$ cat src/rtl/decode_stage.sv
// Purpose: RV32I/M decode stage; buffers {instr, pc} from fetch in a DEPTH-entry queue and decodes the head into a registered slot.
// Latency: one cycle from acceptance to OUT_VALID when the queue is empty and the slot is free; one instruction per cycle sustained.
// Backpressure: IN_READY drops when the queue is full; the slot holds while OUT_VALID & ~OUT_READY; FLUSH empties everything.
module decode_stage #(
  parameter int PC_W  = 32,
  parameter int DEPTH = 2,
  parameter bit EN_M  = 1'b1
) (
  input  logic            CLK,
  input  logic            RST,
  input  logic            IN_VALID,
  output logic            IN_READY,
  input  logic [31:0]     IN_INSTR,
  input  logic [PC_W-1:0] IN_PC,
  input  logic            FLUSH,
  output logic            OUT_VALID,
  input  logic            OUT_READY,
  output logic [5:0]      OUT_OP_ID,
  output logic            OUT_ILLEGAL,
  output logic [4:0]      OUT_RS1,
  output logic [4:0]      OUT_RS2,
  output logic [4:0]      OUT_RD,
  output logic [31:0]     OUT_IMM,
  output logic [PC_W-1:0] OUT_PC
);

  localparam int PW = $clog2(DEPTH);
  localparam int CW = PW + 1;
  localparam logic [CW-1:0] DEPTH_C = CW'(DEPTH);

  typedef struct packed {
    logic [5:0]  op_id;
    logic        illegal;
    logic [4:0]  rs1;
    logic [4:0]  rs2;
    logic [4:0]  rd;
    logic [31:0] imm;
  } dec_t;

  logic [31:0]     mem_instr_q [DEPTH];
  logic [31:0]     mem_instr_d [DEPTH];
  logic [PC_W-1:0] mem_pc_q    [DEPTH];
  logic [PC_W-1:0] mem_pc_d    [DEPTH];
  logic [PW-1:0]   rd_ptr_q, rd_ptr_d, wr_ptr_q, wr_ptr_d;
  logic [CW-1:0]   count_q, count_d;
  logic            vld_q, vld_d;
  dec_t            dec_q, dec_d, dec_head;
  logic [PC_W-1:0] pc_q, pc_d;
  logic            push, pop;
  logic [31:0]     head;

  assign IN_READY = (count_q < DEPTH_C);
  assign push     = IN_VALID & IN_READY & ~FLUSH;
  assign pop      = (count_q != '0) & (~vld_q | OUT_READY);
  assign head     = mem_instr_q[rd_ptr_q];

  // Combinational decode of the queue head into op id, register indices and immediate.
  always_comb begin
    logic        legal, use_rs1, use_rs2, use_rd;
    logic [5:0]  op;
    logic [31:0] imm;
    logic [2:0]  f3;
    logic [6:0]  f7;
    dec_head = '0;
    legal    = 1'b0;
    use_rs1  = 1'b0;
    use_rs2  = 1'b0;
    use_rd   = 1'b0;
    op       = 6'd0;
    imm      = '0;
    f3       = head[14:12];
    f7       = head[31:25];
    case (head[6:0])
      7'b0110111: begin legal = 1'b1; op = 6'd0; use_rd = 1'b1; imm = {head[31:12], 12'b0}; end
      7'b0010111: begin legal = 1'b1; op = 6'd1; use_rd = 1'b1; imm = {head[31:12], 12'b0}; end
      7'b1101111: begin
        legal = 1'b1; op = 6'd2; use_rd = 1'b1;
        imm = {{11{head[31]}}, head[31], head[19:12], head[20], head[30:21], 1'b0};
      end
      7'b1100111: begin
        legal = (f3 == 3'b000); op = 6'd3; use_rd = 1'b1; use_rs1 = 1'b1;
        imm = {{20{head[31]}}, head[31:20]};
      end
      7'b1100011: begin
        use_rs1 = 1'b1; use_rs2 = 1'b1; legal = 1'b1;
        imm = {{19{head[31]}}, head[31], head[7], head[30:25], head[11:8], 1'b0};
        case (f3)
          3'b000: op = 6'd4;
          3'b001: op = 6'd5;
          3'b100: op = 6'd6;
          3'b101: op = 6'd7;
          3'b110: op = 6'd8;
          3'b111: op = 6'd9;
          default: legal = 1'b0;
        endcase
      end
      7'b0000011: begin
        use_rs1 = 1'b1; use_rd = 1'b1; legal = 1'b1;
        imm = {{20{head[31]}}, head[31:20]};
        case (f3)
          3'b000: op = 6'd10;
          3'b001: op = 6'd11;
          3'b010: op = 6'd12;
          3'b100: op = 6'd13;
          3'b101: op = 6'd14;
          default: legal = 1'b0;
        endcase
      end
      7'b0100011: begin
        use_rs1 = 1'b1; use_rs2 = 1'b1; legal = 1'b1;
        imm = {{20{head[31]}}, head[31:25], head[11:7]};
        case (f3)
          3'b000: op = 6'd15;
          3'b001: op = 6'd16;
          3'b010: op = 6'd17;
          default: legal = 1'b0;
        endcase
      end
      7'b0010011: begin
        use_rs1 = 1'b1; use_rd = 1'b1; legal = 1'b1;
        imm = {{20{head[31]}}, head[31:20]};
        case (f3)
          3'b000: op = 6'd18;
          3'b010: op = 6'd19;
          3'b011: op = 6'd20;
          3'b100: op = 6'd21;
          3'b110: op = 6'd22;
          3'b111: op = 6'd23;
          3'b001: begin op = 6'd24; legal = (f7 == 7'b0000000); end
          3'b101: begin
            op    = (f7 == 7'b0100000) ? 6'd26 : 6'd25;
            legal = (f7 == 7'b0000000) || (f7 == 7'b0100000);
          end
          default: legal = 1'b0;
        endcase
      end
      7'b0110011: begin
        use_rs1 = 1'b1; use_rs2 = 1'b1; use_rd = 1'b1;
        if (f7 == 7'b0000000) begin
          legal = 1'b1;
          case (f3)
            3'b000: op = 6'd27;
            3'b001: op = 6'd29;
            3'b010: op = 6'd30;
            3'b011: op = 6'd31;
            3'b100: op = 6'd32;
            3'b101: op = 6'd33;
            3'b110: op = 6'd35;
            default: op = 6'd36;
          endcase
        end else if (f7 == 7'b0100000) begin
          legal = (f3 == 3'b000) || (f3 == 3'b101);
          op    = (f3 == 3'b000) ? 6'd28 : 6'd34;
        end else if (f7 == 7'b0000001) begin
          legal = EN_M;
          op    = 6'd37 + {3'b000, f3};
        end
      end
      default: legal = 1'b0;
    endcase
    if (legal) begin
      dec_head.op_id = op;
      dec_head.rs1   = use_rs1 ? head[19:15] : 5'd0;
      dec_head.rs2   = use_rs2 ? head[24:20] : 5'd0;
      dec_head.rd    = use_rd  ? head[11:7]  : 5'd0;
      dec_head.imm   = imm;
    end else begin
      dec_head.op_id   = 6'd63;
      dec_head.illegal = 1'b1;
    end
  end

  // Next-state for queue pointers, storage and the output slot; flush overrides push/pop.
  always_comb begin
    mem_instr_d = mem_instr_q;
    mem_pc_d    = mem_pc_q;
    rd_ptr_d    = rd_ptr_q;
    wr_ptr_d    = wr_ptr_q;
    count_d     = count_q;
    vld_d       = vld_q;
    dec_d       = dec_q;
    pc_d        = pc_q;
    if (push) begin
      mem_instr_d[wr_ptr_q] = IN_INSTR;
      mem_pc_d[wr_ptr_q]    = IN_PC;
      wr_ptr_d              = wr_ptr_q + PW'(1);
    end
    if (pop) begin
      rd_ptr_d = rd_ptr_q + PW'(1);
      vld_d    = 1'b1;
      dec_d    = dec_head;
      pc_d     = mem_pc_q[rd_ptr_q];
    end else if (OUT_READY) begin
      vld_d = 1'b0;
    end
    if (push && !pop) count_d = count_q + CW'(1);
    if (pop && !push) count_d = count_q - CW'(1);
    if (FLUSH) begin
      count_d  = '0;
      rd_ptr_d = '0;
      wr_ptr_d = '0;
      vld_d    = 1'b0;
    end
  end

  // Control and output-slot registers with synchronous reset.
  always_ff @(posedge CLK) begin
    if (RST) begin
      rd_ptr_q <= '0;
      wr_ptr_q <= '0;
      count_q  <= '0;
      vld_q    <= 1'b0;
      dec_q    <= '0;
      pc_q     <= '0;
    end else begin
      rd_ptr_q <= rd_ptr_d;
      wr_ptr_q <= wr_ptr_d;
      count_q  <= count_d;
      vld_q    <= vld_d;
      dec_q    <= dec_d;
      pc_q     <= pc_d;
    end
  end

  // Queue storage; contents are only read when count is nonzero, so no reset.
  always_ff @(posedge CLK) begin
    mem_instr_q <= mem_instr_d;
    mem_pc_q    <= mem_pc_d;
  end

  assign OUT_VALID   = vld_q;
  assign OUT_OP_ID   = dec_q.op_id;
  assign OUT_ILLEGAL = dec_q.illegal;
  assign OUT_RS1     = dec_q.rs1;
  assign OUT_RS2     = dec_q.rs2;
  assign OUT_RD      = dec_q.rd;
  assign OUT_IMM     = dec_q.imm;
  assign OUT_PC      = pc_q;

endmodule

$ cat config.mk
export PLATFORM = sky130hd
export DESIGN_NAME = decode_stage
export DESIGN_NICKNAME = d
export VERILOG_FILES = /design/src/rtl/decode_stage.sv
export SDC_FILE = /design/constraint.sdc
export NUM_CORES = 1
export LEC_CHECK = 0
export ABC_AREA = 0
export ABC_CLOCK_PERIOD_IN_PS = 3520
export BUFFER_PORTS_ARGS = -buffer_cell sky130_fd_sc_hd__buf_2
export CAP_MARGIN = 20
export CORE_UTILIZATION = 35
export DETAILED_ROUTE_END_ITERATION = 6
export PLACE_DENSITY = 0.6
export REMOVE_ABC_BUFFERS = 1
export SLEW_MARGIN = 20
export SYNTH_ARGS = -nofsm -noshare
export SYNTH_HDL_FRONTEND = slang
export SYNTH_SLANG_ARGS = --single-unit
$ cat constraint.sdc
create_clock -name CLK -period 3.52 [get_ports CLK]
set_input_delay 0.352 -clock CLK [delete_from_list [all_inputs] [get_ports CLK]]
set_output_delay 0.352 -clock CLK [all_outputs]
set_load 0.1 [all_outputs]
==> flow_metrics.tcl, run 1 <==
set metrics [dict create \
    status "complete, no violations" \
    min_path_type "input pin to flip-flop" \
    path_clk_slew_ns 0.06 \
    end_kind "flip-flop" \
    holdWs_ns 0.01745 \
    grt_use_total_pct 17.32 \
    seqPwrFrac_pct 47.8 \
    finalCritPeriodShare_pct 87.63 \
    dieArea_um2 26330 \
    clock_latency_ns 0.53 \
    cp_common_cell "a21oi_1" \
    grt_pass1_vias 6367 \
    setup_viol 0 \
    clkPwrFrac_pct 38.1 \
    synth_area_um2 8991 \
    worst_path_max_delay_cell "or4_1" \
    dp_hpwl_um 15280 \
    p_leak_nw 4.096 \
    maxCapViolations 0 \
    antenna_found_initial 6 \
    htreeDepth 1 \
    startpoint "rd_ptr_q" \
    yosysMostFrequentCell "edfxtp_1" \
    vias 6588 \
    clockBufferDepth 3 \
    core_um2 25180 \
    gp_congestion 0.8637 \
    ys_types 73 \
    worstPathRequired_ns 3.92 \
    avgSynthCellArea_um2 12.47 \
    nets 1002 \
    final_util_pct 45.23 \
    wl_um 23020 \
    ant_nets 0 \
    swShare_pct 27.48 \
    cts_resized 0 \
    die_y_um 162.3 \
    die_w_um 162.3 \
    grt_max_degree 65 \
    synth_seq_area_share_pct 63.01 \
    hold-path-endpoint "mem_pc_q[19]" \
    clock_skew_ns 0.02216 \
    intPower_w 0.004318 \
    drt_drc_violations_left 0 \
    path_cells "mux2i_2, clkinv_1, ha_1, inv_1, a21oi_1, a21oi_1, o221ai_2, or4_1, buf_4, o221a_2" \
    port_buffers 156 \
    pwr-share-comb_pct 14.0 \
    synth_top_area_share_pct 42.75 \
    layout-drive-gt1-share_pct 25.77 \
    clock-root-buffer "clkbuf_16" \
    first_pass_iters 5 \
    synth_common_cells "128 x edfxtp_1, 91 x dfxtp_1, 60 x nor2_1" \
    worst_ir_drop_vdd_uv 411.8 \
    startpoint_type "flip-flop" \
    initial_core_util_pct 35.71 \
    rr_endpoint "OUT_RS1[1]" \
    placed_cells 1184 \
    reg2regPathDepth 10 \
    synthArstFlopShare_pct 0 \
    wl_per_cell_um 18.02 \
    fmax_mhz 324.2 \
    reg2reg_setup_slack_ns 0.44 \
    crit_fanout 23 \
    synth_edf_count 128 \
    io_pins 157 \
    min_period_ns 3.084 \
    overflow 0 \
    r2r_start "rd_ptr_q" \
    relSlewSlack_pct 36.75 \
    rsz0062_at_grt "false" \
    tritoncts "done" \
    drt_iter0_drc 431 \
    netSwitchingPower_w 0.001636 \
    netlist_instances 721 \
    crit_arrival_ns 3.49 \
    ys_ff_latch 219 \
    min_path_cells 1 \
    yosysTopAreaCell "edfxtp_1" \
    ys.flop_type "edfxtp_1" \
    worstSetupPathType "flip-flop to flip-flop" \
    yosys_warnings 0 \
    clock-sinks 219 \
    hold_violations 0 \
    worst_slew_pin_slew_ns 0.9487 \
    final_cells 1277 \
    routed_via_density 5.159 \
    critPathMaxStageDelay_ns 0.54 \
    area_growth_syn_to_layout_pct 26.66 \
    synth_area_leaders "edfxtp_1 43%, dfxtp_1 20%, mux2i_1 5.6%" \
    row_count 58 \
    hold_path.startpoint "IN_PC[19]" \
    cts_made_buffers 24 \
    grt_pass1_wl_um 35710 \
    drv_slew 0 \
    powerDensity_nw_per_um2 522.8 \
]
## registers in the layout, summed over array words and instances, names as in the netlist, 2 cells and up
| name | cells |
|---|---|
| OUT_RS1 | 5 |
| OUT_OP_ID | 6 |
| mem_instr_q | 64 |
| OUT_IMM | 32 |
| OUT_RS2 | 5 |
| mem_pc_q | 64 |
| OUT_PC | 32 |
| count_q | 2 |
| OUT_RD | 5 |
## per-stage QoR
| step | power, W | setup TNS, ns | worst slack (ns) | instance area, um^2 |
|---|---|---|---|---|
| global placement | 0.003686 | 0 | 0.1492 | 10180 |
| CTS | 0.006018 | 0 | 0.3656 | 11350 |
| global route | 0.006195 | 0 | 0.2039 | 11380 |
| floorplan | 0.003482 | -148.13 | -1.958 | 8772 |
| finish | 0.005954 | 0 | 0.4356 | 11390 |
| detailed placement | 0.003691 | 0 | 0.3833 | 10200 |
## power by group through the flow
stage          combinational [W]  sequential [W]  clock, W
2_1_floorplan           0.000245         0.00324         0
3_3_place_gp            0.000785         0.00290         0
3_5_place_dp            0.000790         0.00290         0
4_1_cts                 0.000832         0.00285   0.00234
5_1_grt                 0.000889         0.00286   0.00245
6_report                0.000834         0.00285   0.00227
## worst max path at each step
stage,cells after the start,endpoint,slack [ns]
3_3_place_gp,9,OUT_IMM[26],0.15
2_1_floorplan,8,OUT_RS1[0],-1.96
3_5_place_dp,6,OUT_IMM[20],0.38
5_1_grt,7,OUT_IMM[14],0.20
4_1_cts,7,count_q[1],0.37
6_report,10,OUT_RS1[1],0.44
## layout by cell type (no fill, tap or decap), types with 7 or more instances in the layout
| cell type | instances |
|---|---|
| a31oi_1 | 7 |
| a211oi_1 | 54 |
| dfxtp_1 | 90 |
| nor2_1 | 57 |
| a32o_1 | 12 |
| a21oi_1 | 35 |
| nand3_1 | 15 |
| edfxtp_1 | 128 |
| nand2_1 | 32 |
| dlygate4sd3_1 | 44 |
| clkbuf_16 | 24 |
| clkbuf_1 | 14 |
| o21ai_0 | 46 |
| buf_2 | 156 |
| ha_1 | 8 |
| buf_4 | 22 |
| inv_1 | 10 |
| mux2i_1 | 50 |
| mux2_2 | 11 |
| nor3_1 | 8 |
## area by class of cell
class	instances	area (um^2)
inverters	12	46.29
repair buffers	224	1434
diodes	4	10.01
well taps	330	412.9
flip-flops and latches	219	5669
clock inverters	5	47.55
clock buffers	39	666.9
fillers	2328	13790
multi-input cells	444	3102
## critical path, delay by kind of cell (launching register included)
family          cells  cell delay [ns]
compound gates      4             0.71
buf+inv             3             0.70
simple gates        1             0.54
flops               1             0.38
fa+ha+maj           1             0.38
mux                 1             0.25
## logic make-up after synthesis
group / count (synthesis) / synth area share, %
mux: 64 / 7.403
xor+xnor: 5 / 0.4870
compound gates: 209 / 16.31
simple gates: 158 / 8.740
flops: 219 / 63.01
buf+inv: 58 / 2.936
fa+ha+maj: 8 / 1.113
## routing by layer
| layer | GRT usage, % | share of wire, % | up-vias |
|---|---|---|---|
| li1 | - | - | 3200 |
| met1 | 23.33 | 44 | 3105 |
| met2 | 26.69 | 44 | 241 |
| met3 | 5.312 | 8.7 | 38 |
| met4 | 5.060 | 2.7 | 4 |
| met5 | 0 | 0.087 | - |
## repair_timing
action,in CTS,in global routing
setup buffers,0,0
hold buffers,44,0
hold endpoints to repair,86,0
Note: power is estimated with default switching activity, not from simulation.
==> run 2: changes to the inputs <==
--- a/config.mk
+++ b/config.mk
@@ -12,2 +12,3 @@
 export CORE_UTILIZATION = 35
+export CTS_CLUSTER_SIZE = 20
 export DETAILED_ROUTE_END_ITERATION = 6
==> constraint.sdc (replaced) <==
create_clock -name CLK -period 3.52 [get_ports CLK]
set_input_delay 0.528 -clock CLK [delete_from_list [all_inputs] [get_ports CLK]]
set_output_delay 0.528 -clock CLK [all_outputs]
set_load 0.1 [all_outputs]
==> run 2 against run 1 <==
  * Via count down 2.3%
  * Critical path depth decreased by 2
  * Design area fell by 2.8%
  * Sequential power about the same
  * Setup slack lost 0.069 ns
  * Register-to-register slack got worse by 0.07 ns
  * Hold slack improved by 0.17 ns
  * Clock skew down 0.013 ns
  * Combinational power is 4.6% lower
==> flow_metrics.tcl, run 2 (synthesized netlist as in run 1, its figures left out) <==
set metrics [dict create \
    final_util_pct 43.96 \
    top_regs "mem_instr_q x64, mem_pc_q x64" \
    cts_setup_buffers 0 \
    nFillCells 2311 \
    grt_use_met1_pct 23.90 \
    wl_um 23180 \
    ant_nets 0 \
    p_leak_nw 3.974 \
    hold_buffers 0 \
    worst_ir_drop_vdd_uv 361.8 \
    end_kind "flip-flop" \
    grtUsageMet2_pct 26.90 \
    path_clk_slew_ns 0.06 \
    path_cells "mux2i_2, clkinv_1, ha_1, ha_1, nor3_1, o221ai_2, o41ai_4, o21ai_0" \
    rsz0062_at_grt "false" \
    vias 6436 \
    dieArea_um2 26330 \
    drt_drc_violations_left 0 \
    drt_iter0_drc 477 \
    final_cell_mix "156 x buf_2, 128 x edfxtp_1, 90 x dfxtp_1, 57 x nor2_1, 54 x a211oi_1" \
    startpoint_type "flip-flop" \
    routed_via_density 5.216 \
    min_period_ns 3.154 \
    intPower_w 0.004554 \
    overflow 0 \
    crit_arrival_ns 3.53 \
    wl_per_cell_um 18.79 \
    nets 959 \
    cts_made_buffers 24 \
    row_count 58 \
    worstSetupPathType "flip-flop to flip-flop" \
    worst_path_max_delay_cell "o41ai_4" \
    clkPwrFrac_pct 41.3 \
    cp_common_cell "ha_1" \
    port_buffers 156 \
    layout-drive-gt1-share_pct 28.11 \
    maxCapViolations 0 \
    powerDensity_nw_per_um2 561.5 \
    hold_violations 0 \
    grt_pass1_wl_um 35950 \
    setup_viol 0 \
    cts_resized 0 \
    worstPathRequired_ns 3.89 \
    initial_core_util_pct 35.71 \
    seqPwrFrac_pct 45.9 \
    final_common_cell "buf_2" \
    io_pins 157 \
    use_met3_pct 5.465 \
    pwr-share-comb_pct 12.8 \
    clock_latency_ns 0.53 \
    grt_max_degree 55 \
    worst_slew_pin_slew_ns 0.8185 \
    clock_skew_ns 0.009271 \
    drv_slew 0 \
    min_path_type "input pin to flip-flop" \
    total_power_w 0.006216 \
    gp_congestion 0.8922 \
    critPathMaxStageDelay_ns 0.80 \
    grt.busiest_layer "met2" \
    clock-sinks 219 \
    netSwitchingPower_w 0.001663 \
    core_um2 25180 \
    crit_fanout 16 \
    final.setup.tns_ns 0 \
    swShare_pct 26.75 \
    die_w_um 162.3 \
    clock-root-buffer "clkbuf_16" \
    first_pass_iters 5 \
    tritoncts "done" \
    antenna_found_initial 6 \
    grt_use_total_pct 17.50 \
    status "complete, no violations" \
    dp_hpwl_um 15940 \
    grt_pass1_vias 6230 \
    htreeDepth 1 \
    relSlewSlack_pct 44.02 \
    die_y_um 162.3 \
    fmax_mhz 317.1 \
    finalCritPeriodShare_pct 89.59 \
    area_growth_syn_to_layout_pct 23.13 \
    clockBufferDepth 3 \
]
[run 2: path summary, 6_finish.rpt]
path	start	end	slack, ns	cells past startpoint
worst max-delay path	rd_ptr_q	OUT_IMM[26]	0.37	8
worst min-delay path	IN_PC[20]	mem_pc_q[52]	0.19	1
worst min register to register	OUT_IMM[14]	OUT_IMM[14]	0.46	1
worst max register to register	rd_ptr_q	OUT_IMM[26]	0.37	8
[run 2: critical path, delay by kind of cell (launching register included)]
family	cells	cell delay, ns
compound gates	3	1.21
fa+ha+maj	2	0.56
buf+inv	1	0.23
simple gates	1	0.21
mux	1	0.28
flops	1	0.50
[run 2: cell type report]
type | count | area (um^2) | area share, %
flip-flops and latches | 219 | 5669 | 51.21
multi-input cells | 444 | 3102 | 28.02
repair buffers | 181 | 993.5 | 8.974
clock buffers | 37 | 720.7 | 6.510
well taps | 330 | 412.9 | 3.730
clock inverters | 7 | 116.4 | 1.051
inverters | 12 | 46.29 | 0.4182
diodes | 4 | 10.01 | 0.09042
[run 2: routing by layer]
layer | share of wire [%] | vias up
li1 | - | 3113
met1 | 45 | 3047
met2 | 44 | 233
met3 | 8.6 | 39
met4 | 2.1 | 4
met5 | 0.11 | -
[run 2: metrics by stage]
stage          std cells  area [um^2]  hold slack, ns  setup WS (ns)
6_report            1234        11070          0.1866         0.3664
5_1_grt             1230        11060          0.1692        0.06224
3_3_place_gp        1186        10210          0.4446        0.01208
4_1_cts             1230        11060          0.1626         0.3504
2_1_floorplan        675         8772          0.5163         -1.958
3_5_place_dp        1186        10220          0.4535         0.3836
[run 2: power groups by stage]
stage	sequential (W)	clock, W	combinational, W
final	0.00285	0.00257	0.000796
after floorplan	0.00324	0	0.000245
after global routing	0.00286	0.00273	0.000848
after CTS	0.00285	0.00264	0.000800
after global placement	0.00290	0	0.000794
after detailed placement	0.00290	0	0.000798
